$ cat src/rtl/io_pkg.sv
// Shared widths and types for the IO port slice.
// Consumed by io_port_if, io_fifo and io_port.
package io_pkg;

  localparam int IO_W          = 8;
  localparam int DEPTH_DEFAULT = 4;

  typedef logic [IO_W-1:0] io_byte_t;

  function automatic bit depth_ok(int depth);
    return (depth >= 2) && ((depth & (depth - 1)) == 0);
  endfunction

endpackage

$ cat src/rtl/io_port_if.sv
// Register-file and device-side bundle of the IO port.
// slave faces io_port, master faces the surrounding system.
interface io_port_if;
  import io_pkg::*;

  logic     iow;
  io_byte_t ioout;
  logic     ior;
  io_byte_t ioin;

  io_byte_t tx_data;
  logic     tx_valid;
  logic     tx_ready;
  io_byte_t rx_data;
  logic     rx_valid;
  logic     rx_ready;

  logic     tx_full;
  logic     rx_full;
  logic [1:0] err;

  modport slave (
    input  iow, ioout, ior,
    input  tx_ready, rx_data, rx_valid,
    output ioin, tx_data, tx_valid,
    output rx_ready, tx_full, rx_full, err
  );

  modport master (
    output iow, ioout, ior,
    output tx_ready, rx_data, rx_valid,
    input  ioin, tx_data, tx_valid,
    input  rx_ready, tx_full, rx_full, err
  );

endinterface

$ cat src/rtl/io_fifo.sv
// Circular TX FIFO with one extra pointer bit to tell full from empty.
// Caller guarantees no push when full without pop, no pop when empty.
module io_fifo
  import io_pkg::*;
#(
  parameter int DEPTH = DEPTH_DEFAULT
) (
  input  logic     clk,
  input  logic     nclr,
  input  logic     push,
  input  logic     pop,
  input  io_byte_t din,
  output io_byte_t dout,
  output logic     empty,
  output logic     full
);

  localparam int AW = $clog2(DEPTH);

  logic [AW:0] wp_q, wp_d;
  logic [AW:0] rp_q, rp_d;
  io_byte_t    mem_q [DEPTH];
  io_byte_t    mem_d [DEPTH];

  always_comb begin
    wp_d  = wp_q;
    rp_d  = rp_q;
    mem_d = mem_q;
    if (push) begin
      mem_d[wp_q[AW-1:0]] = din;
      wp_d = wp_q + 1'b1;
    end
    if (pop) begin
      rp_d = rp_q + 1'b1;
    end
  end

  always_ff @(posedge clk or negedge nclr) begin
    if (!nclr) begin
      wp_q <= '0;
      rp_q <= '0;
      for (int i = 0; i < DEPTH; i++) begin
        mem_q[i] <= '0;
      end
    end else begin
      wp_q  <= wp_d;
      rp_q  <= rp_d;
      mem_q <= mem_d;
    end
  end

  assign empty = (wp_q == rp_q);
  assign full  = (wp_q[AW] != rp_q[AW]) &&
                 (wp_q[AW-1:0] == rp_q[AW-1:0]);
  assign dout  = mem_q[rp_q[AW-1:0]];

endmodule

$ cat src/rtl/io_port.sv
// Byte IO port: TX storage toward a device, RX holding register back.
// Define IO_PORT_FIFO_EN for a DEPTH-entry TX FIFO instead of one register.
module io_port
  import io_pkg::*;
#(
  parameter int DEPTH = DEPTH_DEFAULT
) (
  input  logic      clk,
  input  logic      nclr,
  io_port_if.slave  bus
);

  if (!depth_ok(DEPTH)) begin : g_bad_depth
    $error("io_port: DEPTH must be a power of 2, >= 2");
  end

  logic     pop;
  logic     push;
  logic     full;
  logic     empty;
  io_byte_t head;

  assign pop  = ~empty & bus.tx_ready;
  assign push = bus.iow & (~full | pop);

`ifdef IO_PORT_FIFO_EN
  io_fifo #(
    .DEPTH (DEPTH)
  ) u_fifo (
    .clk   (clk),
    .nclr  (nclr),
    .push  (push),
    .pop   (pop),
    .din   (bus.ioout),
    .dout  (head),
    .empty (empty),
    .full  (full)
  );
`else
  io_byte_t hold_q, hold_d;
  logic     hv_q, hv_d;

  always_comb begin
    hold_d = hold_q;
    hv_d   = hv_q;
    if (push) begin
      hold_d = bus.ioout;
      hv_d   = 1'b1;
    end else if (pop) begin
      hv_d   = 1'b0;
    end
  end

  always_ff @(posedge clk or negedge nclr) begin
    if (!nclr) begin
      hold_q <= '0;
      hv_q   <= 1'b0;
    end else begin
      hold_q <= hold_d;
      hv_q   <= hv_d;
    end
  end

  assign head  = hold_q;
  assign empty = ~hv_q;
  assign full  = hv_q;
`endif

  // Stale FIFO contents never leak out while nothing is queued.
  assign bus.tx_data  = empty ? '0 : head;
  assign bus.tx_valid = ~empty;
  assign bus.tx_full  = full;

  logic       rx_full_q, rx_full_d;
  io_byte_t   ioin_q, ioin_d;
  logic [1:0] err_q, err_d;

  always_comb begin
    rx_full_d = rx_full_q;
    ioin_d    = ioin_q;
    err_d     = err_q;
    if (bus.rx_valid && !rx_full_q) begin
      ioin_d    = bus.rx_data;
      rx_full_d = 1'b1;
    end
    if (bus.ior) begin
      if (rx_full_q) rx_full_d = 1'b0;
      else           err_d[1]  = 1'b1;
    end
    if (bus.iow && full && !pop) begin
      err_d[0] = 1'b1;
    end
  end

  always_ff @(posedge clk or negedge nclr) begin
    if (!nclr) begin
      rx_full_q <= 1'b0;
      ioin_q    <= '0;
      err_q     <= '0;
    end else begin
      rx_full_q <= rx_full_d;
      ioin_q    <= ioin_d;
      err_q     <= err_d;
    end
  end

  assign bus.rx_full  = rx_full_q;
  assign bus.rx_ready = ~rx_full_q;
  assign bus.ioin     = ioin_q;
  assign bus.err      = err_q;

endmodule
$ cat src/flat_wrapper.sv
// flat-port wrapper written by rule: the top's interface ports become plain ports
module io_port_flat import io_pkg::*;
#(
  parameter int DEPTH = DEPTH_DEFAULT
)
  (clk, nclr, bus_iow, bus_ioout, bus_ior, bus_tx_ready, bus_rx_data, bus_rx_valid, bus_ioin, bus_tx_data, bus_tx_valid, bus_rx_ready, bus_tx_full, bus_rx_full, bus_err);
  io_port_if bus_i ();
  input  logic clk;
  input  logic nclr;
  input wire logic [$bits(bus_i.iow)-1:0] bus_iow;
  input wire logic [$bits(bus_i.ioout)-1:0] bus_ioout;
  input wire logic [$bits(bus_i.ior)-1:0] bus_ior;
  input wire logic [$bits(bus_i.tx_ready)-1:0] bus_tx_ready;
  input wire logic [$bits(bus_i.rx_data)-1:0] bus_rx_data;
  input wire logic [$bits(bus_i.rx_valid)-1:0] bus_rx_valid;
  output wire logic [$bits(bus_i.ioin)-1:0] bus_ioin;
  output wire logic [$bits(bus_i.tx_data)-1:0] bus_tx_data;
  output wire logic [$bits(bus_i.tx_valid)-1:0] bus_tx_valid;
  output wire logic [$bits(bus_i.rx_ready)-1:0] bus_rx_ready;
  output wire logic [$bits(bus_i.tx_full)-1:0] bus_tx_full;
  output wire logic [$bits(bus_i.rx_full)-1:0] bus_rx_full;
  output wire logic [$bits(bus_i.err)-1:0] bus_err;
  assign bus_i.iow = bus_iow;
  assign bus_i.ioout = bus_ioout;
  assign bus_i.ior = bus_ior;
  assign bus_i.tx_ready = bus_tx_ready;
  assign bus_i.rx_data = bus_rx_data;
  assign bus_i.rx_valid = bus_rx_valid;
  assign bus_ioin = bus_i.ioin;
  assign bus_tx_data = bus_i.tx_data;
  assign bus_tx_valid = bus_i.tx_valid;
  assign bus_rx_ready = bus_i.rx_ready;
  assign bus_tx_full = bus_i.tx_full;
  assign bus_rx_full = bus_i.rx_full;
  assign bus_err = bus_i.err;
  io_port #(.DEPTH(DEPTH)) u_core (.clk(clk), .nclr(nclr), .bus(bus_i));
endmodule
$ cat config.mk
export PLATFORM = sky130hd
export DESIGN_NAME = io_port_flat
export DESIGN_NICKNAME = d
export VERILOG_FILES = /design/src/rtl/io_pkg.sv /design/src/rtl/io_port_if.sv /design/src/rtl/io_fifo.sv /design/src/rtl/io_port.sv /design/src/flat_wrapper.sv
export SDC_FILE = /design/constraint.sdc
export NUM_CORES = 1
export LEC_CHECK = 0
export ABC_CLOCK_PERIOD_IN_PS = 1550
export BUFFER_PORTS_ARGS = -buffer_cell sky130_fd_sc_hd__buf_4
export CORE_MARGIN = 8
export CORE_UTILIZATION = 46
export CTS_BUF_LIST = sky130_fd_sc_hd__clkbuf_4 sky130_fd_sc_hd__clkbuf_8
export DETAILED_ROUTE_END_ITERATION = 6
export PLACE_DENSITY = 0.89
export SKIP_LAST_GASP = 1
export SLEW_MARGIN = 20
export SYNTH_ARGS = -nofsm -noshare
export SYNTH_HDL_FRONTEND = slang
export SYNTH_SLANG_ARGS = --single-unit
$ cat constraint.sdc
create_clock -name clk -period 1.55 [get_ports clk]
set_input_delay 0.31 -clock clk [delete_from_list [all_inputs] [get_ports clk]]
set_output_delay 0.31 -clock clk [all_outputs]
set_load 0.05 [all_outputs]
==> reports/results.tsv <==
metric	value	unit
wl_per_cell	14.3	µm
tns	0	ps
cts_tree	yes	
detail_route.vias_per_cell	4.57	
path_cells	and2_2, buf_4	
ys.flop_type	dfrtp_1	
crit_arrival	1150	ps
drt-initial-drc-count	4	
hold_class	in -> reg	
fin_crit_sh	94.2	%
dieHeight	59.2	µm
power.leakage	0.635	nW
critPathLaunchType	flop	
core-area	1750	µm²
critPathKind	reg -> out	
ys_seq_area_share	58.4	%
final.setup_skew	3.92	ps
cts_htree_levels	1	
grt_pass1_vias	637	
first_pass_iters	2	
numCtsBuffers	3	
n_antenna_cell	0	
ys_seq_elements	20	
nNetsFinal	127	
clock_sinks	20	
use_met1	12.1	%
maxSlewHeadroom	83.9	%
drive_gt1_share	74.0	%
irDropWorstVdd	0.684	mV
synthesis.nets	77	
antenna_found_initial	0	
overflow	0	
synth.most_common_cell	dfrtp_1	
path_buf_inv	1	
row_count	15	
cts_buffer_depth	2	
use_met2	17.1	%
clock_latency	290	ps
cp_max_fo	10	
critPathRequiredTime	1240	ps
finalMaxSlewViolations	0	
chipWidth	59.2	µm
ios	44	
die_area	3500	µm²
drv_cap	0	
max_clock_freq	685	MHz
root_buffer	clkbuf_4	
synth_top_area_share	58.4	%
worst_pin_slew	242	ps
finalHoldViolations	0	
floorplan.initialDensity	49.1	%
grt.total_usage	11.0	%
grt_busiest_layer	met2	
drt-total-wl	1850	µm
synthArstFlopShare	100	%
critPathTopFamily	flip-flops	
yosys_warnings	0	
power_density	1280	nW/µm²
grt_max_degree	21	
syn_area_per_cell	15.6	µm²
yosysUniqueCellTypes	13	
ant_nets	0	
rsz0062_at_grt	no	
status	finished clean	
total_power	1.62	mW
grt_use_met3	6.29	%
syn_area	857	µm²
layout_min_cycle_time	1460	ps
synth-edff-count	0	
slowest_stage	dfrtp_2	
drcViolationCount	0	
port_buffers	43	
netlist_instances	55	
grt_pass1_wl	2950	µm
setup_violations	0	
slowest_delay	470	ps
area_growth_syn_to_layout	48.0	%
synthTopCellsByCount	dfrtp_1, and2_2, mux2_2, mux2_4	
synth.largest_area_cell	dfrtp_1	
gp_congestion	0.672	
crit_path_end_kind	output port	
synthTopCellsByArea	dfrtp_1, mux2_4, mux2_2	
vias	590	
dp_hpwl	1500	µm
cts.clk_slew.worst_paths	110	ps
cell families after synthesis:
| family | after synthesis | share of synthesized area, % |
|---|---|---|
| buffers and inverters | 4 | 2.34 |
| AOI/OAI and AO/OA | 3 | 2.63 |
| muxes | 16 | 24.5 |
| and+or+nand+nor | 12 | 12.1 |
| DFF | 20 | 58.4 |
through the flow:
stage | area (µm²) | setup WS [ps] | instances | util [%] | hold slack [ps]
2_1_floorplan | 857 | 76.6 | 55 | - | 14.4
3_3_place_gp | 1210 | 336 | 122 | 69.1 | 194
3_5_place_dp | 1210 | 303 | 122 | 69.1 | 197
4_1_cts | 1250 | 33.7 | 127 | 71.8 | 176
5_1_grt | 1270 | 30.7 | 129 | 72.7 | 175
6_report | 1270 | 90.5 | 129 | 72.7 | 188
layout make-up:
| cell class | count | area, µm² |
|---|---|---|
| Inverter | 2 | 7.51 |
| Fill cell | 121 | 477 |
| Sequential cell | 20 | 502 |
| Timing Repair Buffer | 47 | 355 |
| Clock buffer | 4 | 36.3 |
| Tap cell | 25 | 31.3 |
| Multi-Input combinational cell | 31 | 337 |
state kept, by name (all words and copies together) (netlist names):
| register | flops |
|---|---|
| u_core.bus.rx_full | 1 |
| u_core.bus.tx_full | 1 |
| u_core.head | 8 |
| u_core.bus.err | 2 |
| u_core.bus.ioin | 8 |
layer usage:
| layer | up-vias | routed length, µm | share of wire (%) |
|---|---|---|---|
| met5 | - | 0 | 0 |
| met4 | 0 | 0 | 0 |
| met3 | 0 | 273 | 15 |
| met2 | 37 | 800 | 43 |
| met1 | 269 | 771 | 42 |
| li1 | 284 | - | - |
cells in the final DEF (no fill, tap or decap), drive strengths merged:
cell,n
inv,2
clkbuf,4
mux2,16
and2,8
nand2,2
a21o,1
nand2b,1
dlygate4sd3,1
buf,46
nor2b,1
o21bai,2
dfrtp,20
what timing repair did:
action	in CTS	in global routing
buffers inserted	0	2
endpoints found under the hold margin	20	0
resized for setup	1	0
setup endpoints to repair	8	1
hold buffers	1	0
worst reg2reg max path, cell delays in order (launching register included):
cell,delay (ps)
dfrtp_2,470
buf_4,160
nand2b_4,100
nand2_8,90
mux2_4,300
worst paths after layout:
check	from	endpoint	slack, ps	depth (start not counted)
setup / recovery	u_core.bus.tx_full$_DFFE_PN0P_	bus_tx_data[3]	90	2
hold / removal	bus_ior	u_core.bus.rx_full$_DFF_PN0_	190	2
setup reg to reg	u_core.bus.tx_full$_DFFE_PN0P_	u_core.head[1]$_DFFE_PN0P_	320	4
hold reg to reg	u_core.bus.err[1]$_DFFE_PN0P_	u_core.bus.err[1]$_DFFE_PN0P_	470	1
max in group asynchronous	nclr	u_core.bus.tx_full$_DFFE_PN0P_	880	2
min in group asynchronous	nclr	u_core.bus.ioin[2]$_DFFE_PN0P_	450	2
power breakdown:
part,switching [mW],internal [mW],leakage [nW]
clock network,0.144,0.143,0.0210
logic,0.420,0.265,0.388
registers,0.0465,0.605,0.226
total,0.610,1.01,0.635
(Power assumes the default switching activity.)
